`src/rtl/key_conditioner_if.sv`:
```
// Key conditioner signal bundle: raw key pins in, debounced level and pulses out.
interface key_conditioner_if #(
  parameter int N_KEYS = 3
);
  logic [N_KEYS-1:0] keys_i;
  logic [N_KEYS-1:0] key_state_o;
  logic [N_KEYS-1:0] key_press_o;
  logic [N_KEYS-1:0] key_release_o;

  modport master (output keys_i, input key_state_o, key_press_o, key_release_o);
  modport slave  (input keys_i, output key_state_o, key_press_o, key_release_o);
endinterface

```
`src/rtl/key_conditioner.sv`:
```
// Synchronises and debounces N_KEYS push-buttons into a clean level plus press/release pulses.
// Define KEY_REPEAT_EN to add auto-repeat press pulses while a key stays held.
module key_conditioner #(
  parameter int N_KEYS          = 3,
  parameter bit ACTIVE_LOW      = 1'b1,
  parameter int DEBOUNCE_CYCLES = 270000,
  parameter int REPEAT_DELAY    = 13500000,
  parameter int REPEAT_PERIOD   = 2700000
) (
  input  logic             clk_i,
  input  logic             rst_n_i,
  key_conditioner_if.slave kif
);
  localparam int CW = $clog2(DEBOUNCE_CYCLES + 1);
  localparam logic [CW-1:0] CNT_MAX = CW'(DEBOUNCE_CYCLES);
  localparam logic [N_KEYS-1:0] IDLE_LEVEL = {N_KEYS{ACTIVE_LOW}};

  if (DEBOUNCE_CYCLES < 1 || REPEAT_DELAY < 1 || REPEAT_PERIOD < 1) begin : g_bad_cfg
    $error("key_conditioner: DEBOUNCE_CYCLES, REPEAT_DELAY and REPEAT_PERIOD must be >= 1");
  end

  typedef enum logic [1:0] {IDLE, PRESS_WAIT, HELD, RELEASE_WAIT} state_t;

  logic [N_KEYS-1:0] sync1_reg, sync2_reg, sync_k;

  // Synchronisers idle at the released pin level so reset never looks like a press.
  always_ff @(posedge clk_i or negedge rst_n_i) begin
    if (!rst_n_i) begin
      sync1_reg <= IDLE_LEVEL;
      sync2_reg <= IDLE_LEVEL;
    end else begin
      sync1_reg <= kif.keys_i;
      sync2_reg <= sync1_reg;
    end
  end

  assign sync_k = ACTIVE_LOW ? ~sync2_reg : sync2_reg;

  for (genvar gi = 0; gi < N_KEYS; gi++) begin : g_key
    state_t        state_reg, state_next;
    logic [CW-1:0] cnt_reg, cnt_next;
    logic          level_reg, level_next;
    logic          press_reg, press_next;
    logic          release_reg, release_next;
    logic          press_accept, release_accept, rep_fire;

    assign press_accept   = (state_reg == PRESS_WAIT)   &&  sync_k[gi] && (cnt_reg == CNT_MAX);
    assign release_accept = (state_reg == RELEASE_WAIT) && !sync_k[gi] && (cnt_reg == CNT_MAX);

`ifdef KEY_REPEAT_EN
    localparam int RMAX = (REPEAT_DELAY > REPEAT_PERIOD) ? REPEAT_DELAY : REPEAT_PERIOD;
    localparam int RW   = $clog2(RMAX + 1);
    logic [RW-1:0] rep_cnt_reg, rep_cnt_next, rep_inc, rep_limit;
    logic          rep_first_reg, rep_first_next;

    // rep_first selects the initial delay; afterwards the shorter period applies.
    always_comb begin
      rep_cnt_next   = rep_cnt_reg;
      rep_first_next = rep_first_reg;
      rep_fire       = 1'b0;
      rep_inc        = rep_cnt_reg + 1'b1;
      rep_limit      = rep_first_reg ? RW'(REPEAT_DELAY) : RW'(REPEAT_PERIOD);
      if (press_accept) begin
        rep_cnt_next   = '0;
        rep_first_next = 1'b1;
      end else if (state_reg == HELD || state_reg == RELEASE_WAIT) begin
        if (rep_inc == rep_limit) begin
          rep_fire       = !release_accept;
          rep_cnt_next   = '0;
          rep_first_next = 1'b0;
        end else begin
          rep_cnt_next = rep_inc;
        end
      end
    end

    always_ff @(posedge clk_i or negedge rst_n_i) begin
      if (!rst_n_i) begin
        rep_cnt_reg   <= '0;
        rep_first_reg <= 1'b1;
      end else begin
        rep_cnt_reg   <= rep_cnt_next;
        rep_first_reg <= rep_first_next;
      end
    end
`else
    assign rep_fire = 1'b0;
`endif

    always_comb begin
      state_next   = state_reg;
      cnt_next     = cnt_reg;
      level_next   = level_reg;
      press_next   = 1'b0;
      release_next = 1'b0;
      case (state_reg)
        IDLE: if (sync_k[gi]) begin
          state_next = PRESS_WAIT;
          cnt_next   = CW'(1);
        end
        PRESS_WAIT: if (!sync_k[gi]) begin
          state_next = IDLE;
          cnt_next   = '0;
        end else if (press_accept) begin
          state_next = HELD;
          cnt_next   = '0;
          level_next = 1'b1;
          press_next = 1'b1;
        end else begin
          cnt_next = cnt_reg + 1'b1;
        end
        HELD: if (!sync_k[gi]) begin
          state_next = RELEASE_WAIT;
          cnt_next   = CW'(1);
        end
        RELEASE_WAIT: if (sync_k[gi]) begin
          state_next = HELD;
          cnt_next   = '0;
        end else if (release_accept) begin
          state_next   = IDLE;
          cnt_next     = '0;
          level_next   = 1'b0;
          release_next = 1'b1;
        end else begin
          cnt_next = cnt_reg + 1'b1;
        end
        default: begin
          state_next = IDLE;
          cnt_next   = '0;
        end
      endcase
      if (rep_fire) press_next = 1'b1;
    end

    always_ff @(posedge clk_i or negedge rst_n_i) begin
      if (!rst_n_i) begin
        state_reg   <= IDLE;
        cnt_reg     <= '0;
        level_reg   <= 1'b0;
        press_reg   <= 1'b0;
        release_reg <= 1'b0;
      end else begin
        state_reg   <= state_next;
        cnt_reg     <= cnt_next;
        level_reg   <= level_next;
        press_reg   <= press_next;
        release_reg <= release_next;
      end
    end

    assign kif.key_state_o[gi]   = level_reg;
    assign kif.key_press_o[gi]   = press_reg;
    assign kif.key_release_o[gi] = release_reg;
  end
endmodule

```
`src/flat_wrapper.sv`:
```
// flat-port wrapper written by rule: the top's interface ports become plain ports
module key_conditioner_flat 
#(
  parameter int N_KEYS          = 3,
  parameter bit ACTIVE_LOW      = 1'b1,
  parameter int DEBOUNCE_CYCLES = 270000,
  parameter int REPEAT_DELAY    = 13500000,
  parameter int REPEAT_PERIOD   = 2700000
)
  (clk_i, rst_n_i, kif_keys_i, kif_key_state_o, kif_key_press_o, kif_key_release_o);
  key_conditioner_if #(.N_KEYS(N_KEYS)) kif_i ();
  input  logic clk_i;
  input  logic rst_n_i;
  input wire logic [$bits(kif_i.keys_i)-1:0] kif_keys_i;
  output wire logic [$bits(kif_i.key_state_o)-1:0] kif_key_state_o;
  output wire logic [$bits(kif_i.key_press_o)-1:0] kif_key_press_o;
  output wire logic [$bits(kif_i.key_release_o)-1:0] kif_key_release_o;
  assign kif_i.keys_i = kif_keys_i;
  assign kif_key_state_o = kif_i.key_state_o;
  assign kif_key_press_o = kif_i.key_press_o;
  assign kif_key_release_o = kif_i.key_release_o;
  key_conditioner #(.N_KEYS(N_KEYS), .ACTIVE_LOW(ACTIVE_LOW), .DEBOUNCE_CYCLES(DEBOUNCE_CYCLES), .REPEAT_DELAY(REPEAT_DELAY), .REPEAT_PERIOD(REPEAT_PERIOD)) u_core (.clk_i(clk_i), .rst_n_i(rst_n_i), .kif(kif_i));
endmodule
```
`config.mk`:
```
export PLATFORM = sky130hd
export DESIGN_NAME = key_conditioner_flat
export DESIGN_NICKNAME = d
export VERILOG_FILES = /design/src/rtl/key_conditioner_if.sv /design/src/rtl/key_conditioner.sv /design/src/flat_wrapper.sv
export SDC_FILE = /design/constraint.sdc
export NUM_CORES = 1
export LEC_CHECK = 0
export ABC_AREA = 1
export CAP_MARGIN = 20
export CORE_MARGIN = 8
export CORE_UTILIZATION = 56
export DETAILED_ROUTE_END_ITERATION = 6
export PLACE_DENSITY = 0.78
export SETUP_SLACK_MARGIN = 0.5
export SLEW_MARGIN = 20
export SYNTH_ARGS = -nofsm -noshare
export SYNTH_HDL_FRONTEND = slang
export SYNTH_SLANG_ARGS = --single-unit
```
`constraint.sdc`:
```
create_clock -name clk_i -period 1.6 [get_ports clk_i]
set_clock_uncertainty 0.05 [all_clocks]
set_input_delay 0.4 -clock clk_i [delete_from_list [all_inputs] [get_ports clk_i]]
set_output_delay 0.4 -clock clk_i [all_outputs]
set_load 0.005 [all_outputs]
```
### Yosys cells after proc, flatten, opt, wreduce, memory -nomap -nowiden

Index checks and enable logic that the tools add are counted.

| operators by class | value |
|---|---|
| bitwise logic cells | 1 |
| reduce and logical (&&, ||, !) cells | 30 |
| $add $sub $neg | 3 |
| equality and inequality tests | 36 |
| muxes and demuxes | 75 |

Operators with widths:

| cell | number |
|---|---|
| $mux 19 | 18 |
| $pmux 19 s4 | 3 |
| $add 19x1->19 const B | 3 |
| $eq 19x19->1 const B | 3 |
| $mux 2 | 18 |
| $mux 1 | 30 |
| $ne 2x1->1 const B | 12 |
| $pmux 2 s4 | 3 |
| $reduce_and 5->1 | 3 |
| $eq 2x2->1 const B | 6 |
| $logic_and 1x1->1 | 12 |
| $ne 2x2->1 const B | 6 |
| $reduce_and 4->1 | 3 |
| $ne 3x1->1 const B | 3 |
| $ne 3x3->1 const B | 3 |
| $eq 2x1->1 const B | 3 |
| $logic_not 2->1 | 3 |
| $pmux 1 s2 | 3 |
| $reduce_and 2->1 | 3 |
| $reduce_bool 2->1 | 3 |
| $logic_not 1->1 | 3 |
| $not 3->3 | 1 |

| storage, ports and cells | value |
|---|---|
| logic and storage cells | 162 |
| bits of input ports | 5 |
| register bits after elaboration | 78 |

### Logic depth before layout (Yosys ltp)

| logic depth | value |
|---|---|
| depth in word-level cells | 7 |
| depth in mapped cells | 12 |

### Worst setup path before layout

No wires, ideal clock.

| path | value |
|---|---|
| path kind | reg-to-reg |
| start point | reg u_core.g_key[2].cnt_reg[0] |
| end point | reg u_core.g_key[2].cnt_reg[12] |
| period minus slack after synthesis | 1.499 ns |
| library setup time | 0.117 ns |
| setup slack | 0.101 ns |
| stages on the path, launching flop included | 9 |
| arrival time | 1.331 ns |
| required time | 1.433 ns |
| path through | dfrtp_1 ha_1 nand3_1 nor2_2 nand2_1 nor2_1 or2_2 nand3_1 nand2_1 |

| between the ends | value |
|---|---|
| longest elaborated chain between the ends | 5 |
| elaborated cells on any way between the ends | 9 |
| classes of those cells | add/sub: 1; eq/ne: 1; mux: 5; reduce/logical: 2 |

RTL lines:

| element | RTL line | text |
|---|---|---|
| start, declared | key_conditioner.sv:41 | `logic [CW-1:0] cnt_reg, cnt_next;` |
| start signal, assigned | key_conditioner.sv:144 | `cnt_reg <= cnt_next;` |
| branches (longest 4 deep; another with $add 19x1->19) | -- |  |
| $pmux 19 s4 (*) | key_conditioner.sv:96 | `case (state_reg)` |

Mark *: on every way between the ends.
A chain may end at the register's enable or synchronous reset.

### Worst setup path after layout

| path | value |
|---|---|
| start point | reg u_core.g_key[2].cnt_reg[0] |
| end point | reg u_core.g_key[2].cnt_reg[18] |

The elaborated chain is that of the path after synthesis.

==> impl_metrics.yaml <==
timing:
  fin_crit_sh_pct: 100
  finalSetupViolations: 1
  hold_slack_ns: 0.302
  rsz0062_at_grt: "true"
  fmax_ghz: 0.624
  worst_slew_pin_slew_ns: 0.379
  period_minus_slack_ns: 1.60
  hold_viol_final: 0
  slew_violations: 0
  relSlewSlack_pct: 74.7
  setup_ws_ns: -0.00277
power_and_ir_drop:
  powerDensity_nw_per_um2: 957
  leakagePower_uw: 0.00288
  power_uw: 6330
  irDropWorstVdd_v: 0.000947
route:
  ant_nets: 0
  drt_wl_total_mm: 15.3
  drt_first_iter_violations: 466
  drtPass1Iterations: 6
  dr_total_vias: 5051
  viasPerCell: 5.98
  drc_errors: 0
  wl_per_cell_microns: 18.1
finish:
  fin_cells: 845
  largest_reg_flops: 57
  drive_above_1_share_pct: 44.1
  layout_commonest_cell: "nand2_1"
  layout_common_cells: "156 x nand2_1, 65 x buf_4, 62 x dfrtp_1, 61 x inv_1, 43 x nor2_1"
  syn_to_final_growth_pct: 40.4
  nets: 746
  diodes: 0
cts:
  clock_sinks: 78
  clk_pin_slew_ns: 0.09
  cts_max_level: 3
  clockRootBuffer: "clkbuf_8"
  clkLatencyLatePin_ns: 0.37
  cts_buffer_depth: 2
  cts_made_buffers: 9
  cts_tree: "yes"
setup_path:
  reg2reg_depth: 8
  path_max_fanout: 4
  r2r_end: "u_core.g_key[2].cnt_reg[18]"
  rrSetupSlack_ns: -0.003
  worstSetupEndpointType: "flop"
  cp_data_required_time_ns: 1.81
  start_kind: "flop"
  critPathKind: "reg -> reg"
  regToRegStartpoint: "u_core.g_key[2].cnt_reg[0]"
  arrival_ns: 1.81
logic_synthesis:
  syn_area_per_cell_sq_um: 7.39
  ys_seq_area_share_pct: 41.6
  netlist_area_sq_um: 4710
  yosysUniqueCellTypes: 40
  synthTopCellsByArea: "dfrtp_1 38%, nand2_1 15%, inv_1 6.1%, nor2_1 5.4%, nand3_1 5.3%"
  synth_top_area_share_pct: 38.2
  synthCells: 638
  yosys.area.top_type: "dfrtp_1"
  ys_warn_count: 0
  synth_seq_cells: 78
  syn-num-nets: 649
grt:
  use_met3_pct: 3.53
  grt_pass1_wl_mm: 21.8
  busiest_layer: "met2"
  met1_usage_pct: 29.1
  grt_max_degree: 25
  grt_util_met2_pct: 37.6
  grt_util_all_layers_pct: 23.3
  grt-ovfl-total: 0
  grt_pass1_vias: 4697
  antenna_found_initial: 0
min_path:
  hold_class: "reg -> reg"
  min_from: "u_core.sync1_reg[1]"
  whs_endpoint: "u_core.sync2_reg[1]"
  holdPathStages: 0
placed_design:
  pre_cts_ws_ns: -0.0307
  gp_congestion: 0.970
  port-buffer-count: 13
  dp_cells: 770
  dp_hpwl_mm: 7.97
job:
  max_cap_viol_count: 0
floorplan:
  rows: 33
  die_x_microns: 108
  start_util_pct: 57.7
  io_pins: 14
  die-area_sq_um: 11600
  die_y_microns: 108
  core-area_sq_um: 8180
run_status:
  violations: "negative setup slack"
  status: "complete, but fails checks"
per-layer routing:
layer  up-vias  routed length (microns)
met1      2424                     5880
met5         -                        0
li1       2220                        -
met2       321                     7430
met4         0                      697
met3        86                     1260
worst max path at each step:
stage / start / to / slack (ns) / cells after the start
final: u_core.g_key[2].cnt_reg[0] / u_core.g_key[2].cnt_reg[18] / -0.003 / 8
after global routing: u_core.g_key[2].cnt_reg[7] / u_core.g_key[2].cnt_reg[18] / -0.07 / 7
after CTS: u_core.g_key[1].cnt_reg[0] / u_core.g_key[1].cnt_reg[16] / 0.07 / 11
after detailed placement: u_core.g_key[2].cnt_reg[1] / u_core.g_key[2].cnt_reg[18] / -0.03 / 8
after global placement: u_core.g_key[2].cnt_reg[1] / u_core.g_key[2].cnt_reg[18] / 0.01 / 8
after floorplan: u_core.g_key[1].cnt_reg[0] / flop / 0.16 / 12
synthesized netlist by cell type (all sizes together):
library cell	count
a21oi	6
nand3	59
a21boi	2
dfrtp	72
clkinv	2
xor2	13
and2	2
or2	3
a31oi	1
ha	6
o31ai	1
o21bai	3
nor2	84
dfstp	6
o21ai	33
nand2	195
nand3b	4
o22ai	18
inv	82
nor3	10
buf	17
nand4	16
xnor2	3
power by group:
part / total [uW] / switching, uW / internal, uW
Sequential: 2300 / 193 / 2110
Combinational: 2260 / 1300 / 953
Clock: 1780 / 812 / 964
Total: 6330 / 2310 / 4020
cells by family (layout without fill, tap and decap cells):
family | count (synthesis) | count (layout) | share of synthesized area [%]
xor+xnor | 16 | 16 | 2.97
flops | 78 | 78 | 41.6
simple gates | 373 | 374 | 36.6
fa+ha+maj | 6 | 6 | 1.59
buf+inv | 101 | 202 | 9.37
compound gates | 64 | 64 | 7.94
final cells by class:
| cell class | count | area, sq um |
|---|---|---|
| timing repair buffer | 102 | 865 |
| sequential | 78 | 1970 |
| fill | 445 | 1560 |
| tap | 105 | 131 |
| clock buffer | 11 | 151 |
| inverter | 84 | 343 |
| multi-input combinational | 460 | 3070 |
| clock inverter | 5 | 81.3 |
worst max-delay path, stage by stage, from the launching register on:
cell     delay [ns]
dfrtp_2        0.42
ha_4           0.17
nand3_4        0.08
nor2_4         0.15
nand4_1        0.17
nor2_2         0.20
nand3_1        0.10
nand2_1        0.08
nand2_1        0.06
repair_timing:
item / 4_1_cts / 5_1_grt
pin swaps: 42 / 45
setup endpoints to repair: 81 / 99
endpoints found under the hold margin: 13 / 0
gates cloned: 1 / 0
gates resized for setup: 130 / 106
setup buffers: 40 / 17
hold buffers: 1 / 0
metrics by stage:
| step | instance area [sq um] | utilization, % | TNS (ns) |
|---|---|---|---|
| 2_1_floorplan | 4860 | - | 0 |
| 3_3_place_gp | 5240 | 64.1 | 0 |
| 3_5_place_dp | 5240 | 64.1 | -0.0307 |
| 4_1_cts | 6110 | 74.8 | 0 |
| 5_1_grt | 6620 | 80.9 | -0.580 |
| 6_report | 6620 | 80.9 | -0.00277 |
Power figures use the tool's default switching activity.
